<file path="src/rtl/mem_port_arbiter.sv">
// Two-port front end (fetch read-only, data read/write) onto one single-port synchronous RAM.
// Round-robin on contention, one grant per cycle, response exactly one cycle after grant.
module mem_port_arbiter #(
  parameter int ADDR_W = 32,
  parameter int DATA_W = 32
) (
  input  logic              clk,
  input  logic              nreset,
  input  logic              i_req,
  input  logic [ADDR_W-1:0] i_addr,
  output logic              i_gnt,
  output logic              i_rvalid,
  output logic [DATA_W-1:0] i_rdata,
  input  logic              d_req,
  input  logic              d_we,
  input  logic [ADDR_W-1:0] d_addr,
  input  logic [DATA_W-1:0] d_wdata,
  output logic              d_gnt,
  output logic              d_rvalid,
  output logic [DATA_W-1:0] d_rdata,
  output logic [ADDR_W-1:0] mem_ad,
  output logic [DATA_W-1:0] mem_d,
  output logic              mem_we,
  input  logic [DATA_W-1:0] mem_q
);

  typedef enum logic {
    WIN_INSTR = 1'b0,
    WIN_DATA  = 1'b1
  } winner_t;

  winner_t           last_winner;
  logic              contention;
  logic              rsp_i;
  logic              rsp_d;
  logic              rsp_rd;
  logic [DATA_W-1:0] hold_i;
  logic [DATA_W-1:0] hold_d;

  // On contention the side that did not win last time gets the slot.
  assign contention = i_req & d_req;
  assign d_gnt      = d_req & (~i_req | (last_winner == WIN_INSTR));
  assign i_gnt      = i_req & ~d_gnt;

  assign mem_ad = d_gnt ? d_addr : i_addr;
  assign mem_d  = d_wdata;
  assign mem_we = d_gnt & d_we;

  assign i_rvalid = rsp_i;
  assign d_rvalid = rsp_d;
  assign i_rdata  = rsp_i  ? mem_q : hold_i;
  assign d_rdata  = rsp_rd ? mem_q : hold_d;

  always_ff @(posedge clk or negedge nreset) begin
    if (!nreset) begin
      last_winner <= WIN_INSTR;
      rsp_i       <= 1'b0;
      rsp_d       <= 1'b0;
      rsp_rd      <= 1'b0;
      hold_i      <= '0;
      hold_d      <= '0;
    end else begin
      if (contention) begin
        last_winner <= d_gnt ? WIN_DATA : WIN_INSTR;
      end
      rsp_i  <= i_gnt;
      rsp_d  <= d_gnt;
      rsp_rd <= d_gnt & ~d_we;
      // Store acks leave the last load value visible on d_rdata.
      if (rsp_i) begin
        hold_i <= mem_q;
      end
      if (rsp_rd) begin
        hold_d <= mem_q;
      end
    end
  end

endmodule

</file>
<file path="config.mk">
export PLATFORM = sky130hd
export DESIGN_NAME = mem_port_arbiter
export DESIGN_NICKNAME = d
export VERILOG_FILES = /design/src/rtl/mem_port_arbiter.sv
export SDC_FILE = /design/constraint.sdc
export NUM_CORES = 1
export LEC_CHECK = 0
export BUFFER_PORTS_ARGS = -buffer_cell sky130_fd_sc_hd__buf_2
export CORE_AREA = 2 2 103 105
export DETAILED_ROUTE_END_ITERATION = 16
export DIE_AREA = 0 0 105 107
export PLACE_DENSITY = 0.8
export SYNTH_ARGS = -nofsm -noshare
export SYNTH_HDL_FRONTEND = slang
export SYNTH_SLANG_ARGS = --single-unit
</file>
<file path="constraint.sdc">
create_clock -name clk -period 1.4 [get_ports clk]
set_input_delay 0.28 -clock clk [delete_from_list [all_inputs] [get_ports clk]]
set_output_delay 0.28 -clock clk [all_outputs]
set_load 0.005 [all_outputs]
</file>
==> reports/metrics.csv <==
metric,value,unit
status,finished with violations,
violated checks,setup timing,
remaining global-route overflow,0,
num ports,266,
layout cell share with drive strength beyond 1,83.5,%
critical path type,flop to output pin,
WHS Path Cells,2,
"commonest non-fill, non-tap cells in the layout","buf_2, buf_6, mux2_4, dfrtp_1, buf_4",
Tcrit/Tclk final,142,%
CP max FO,29,
endpoints failing hold,0,
first-pass GRT wire length,17000,um
DP HPWL,7970,um
Slew @ Worst Pin,0.365,ns
Fmax,503,MHz
yosys synthesis warning count,0,
Via density,4.51,
synthesized flop and latch total,68,
vias in the first global route,2867,
Starting Density,32.3,%
total CTS buffers,9,
placed cell area,4240,um^2
R2R cell count,5,
CTS Sinks,68,
Hold WS,0.119,ns
nets@finish,565,
Final Critical Period,1.99,ns
Setup Skew,0.0160,ns
Std-Cell Rows,37,
vias post-DR,2586,
# diodes,0,
final wirelength,12100,um
Crit-path slowest cell,dfrtp_1,
Leakage,2.91,nW
Hold WC Path Type,input port to flop,
WP data arrival,1.71,ns
met3 wire len,816,um
final worst setup slack,-0.587,ns
Critical Path Start Type,flop,
Post-Syn Instances,214,
final setup fails,101,
initial antenna violation count,0,
Skew-Pair Late Insertion Delay,0.34,ns
largest net degree at the start of global routing,69,
die area,11200,um^2
die width,105,um
unrepaired setup endpoints after global routing,yes,
RD Place Congestion,0.910,
Mapped Nets,347,
R2R Path Start,i_rvalid$_DFF_PN0_,
pwr/cell area,1550,nW/um^2
max-capacitance violation count,0,
IO buf count,201,
crit-path max cell delay,0.42,ns
post-DR wirelength/cell,21.2,um
Root Buffer,clkbuf_8,
Die Span Y,107,um
WL met2,6600,um
Hold Path Sink,rsp_rd$_DFF_PN0_,
all-layer global routing usage,20.2,%
DR DRC count,0,
deepest clock path buffer count,2,
first-pass detailed-route iteration total,4,
final std cells w/o fill,573,
M1 wire length,4600,um
Routed Antenna Nets,0,
"Critical Path, Cell by Cell","a21boi_4, buf_12, mux2_2, buf_2",
Syn Std Cell Area,3260,um^2
relative slew slack,75.7,%
CP endpoint kind,output pin,
CTS tree,yes,
Inst Count DP,518,
fin area,5680,um^2
Mean Syn Cell Area,15.2,um^2
Worst Min Path Start,d_we,
Synth cell types,15,
Synth-to-Final Area Change,74.0,%
max-slew violations,0,
Max Used Layer,met4,
Starting DRT DRC Count,96,
"most common cell after layout, fill and taps aside",buf_2,
worst path required time,1.12,ns
flop2flop setup slack,-0.03,ns
"Seq/Total Area, Yosys",52.2,%
worst reg2reg endpoint,hold_i[10]$_DFF_PN0_,
Peak VDD IR,0.000958,V
Worst-path clk slew,0.09,ns
H-tree levels,3,
core area,10100,um^2
==> registers in the layout, indices dropped and copies added, names as in the netlist <==
name,flops
hold_d,32
d_rvalid,1
last_winner,1
hold_i,32
rsp_rd,1
i_rvalid,1
==> worst max-delay path by stage <==
stage / slack (ns) / startpoint / endpoint
detailed placement: -0.23 / i_req / mem_ad[31]
floorplan: -0.08 / last_winner$_DFFE_PN0P_ / mem_ad[10]
CTS: -0.60 / last_winner$_DFFE_PN0P_ / mem_ad[31]
global placement: -0.20 / i_req / mem_ad[31]
finish: -0.59 / last_winner$_DFFE_PN0P_ / mem_ad[31]
global route: -0.65 / last_winner$_DFFE_PN0P_ / mem_ad[31]
==> cells by family (layout without fill, tap and decap cells) <==
logic type             after synthesis  after routing  synth area share (%)
multiplexers                        96             96                  36.2
AO/OA/AOI/OAI                        2              2                 0.806
XOR/XNOR                             1              1                 0.269
buffers and inverters               44            267                  10.0
flip-flops                          68             68                  52.2
AND/OR/NAND/NOR                      3              3                 0.499
==> per-layer routing <==
layer | GRT usage, % | up-vias
met1 | 22.8 | 1274
met5 | 0 | -
met4 | 6.10 | 0
met2 | 37.1 | 159
met3 | 5.41 | 8
li1 | - | 1145
==> synth_stat cells (all sizes together) <==
cell type  instances  area, um^2
a21boi             2        26.3
and2               1        6.26
buf               41         315
clkbuf             2        7.51
dfrtp             68        1700
inv                1        3.75
mux2              96        1180
nand2              1        3.75
nor2b              1        6.26
xnor2              1        8.76
==> metrics by stage <==
stage               TNS [ns]  setup slack, ns  power, mW  utilization (%)
floorplan              -2.18          -0.0830       4.07                -
global placement       -5.10           -0.198       5.09             42.0
detailed placement     -6.05           -0.230       5.21             42.0
CTS                   -45.46           -0.595       8.24             53.3
global route          -48.06           -0.649       9.23             56.2
finish                -43.11           -0.587       8.80             56.2
==> area by class of cell <==
class / instances / area, um^2
Tap cell: 136 / 170
Inverter: 1 / 3.75
Multi-Input combinational cell: 102 / 1480
Clock buffer: 9 / 124
Clock inverter: 7 / 75.1
Sequential cell: 68 / 1700
Timing Repair Buffer: 250 / 2120
Fill cell: 835 / 4420
==> power by group <==
| group | internal, mW | switching [mW] |
|---|---|---|
| Sequential | 2.55 | 0.221 |
| Combinational | 2.92 | 1.49 |
| Clock | 0.831 | 0.794 |
==> critical path: cells and delay by family (launching register included) <==
family                 cells  cell delay, ns
DFF                        1            0.42
muxes                      1            0.37
AOI/OAI and AO/OA          1            0.19
buffers and inverters      2            0.37
==> repair_timing <==
item | CTS | global route
endpoints found under the hold margin | 68 | 0
gates cloned | 6 | 0
hold buffers | 1 | 0
setup buffers | 17 | 20
setup endpoints to repair | 100 | 100
resized for setup | 131 | 57
pin swaps | 1 | 1
No activity file was read; power rests on OpenSTA's default activity.
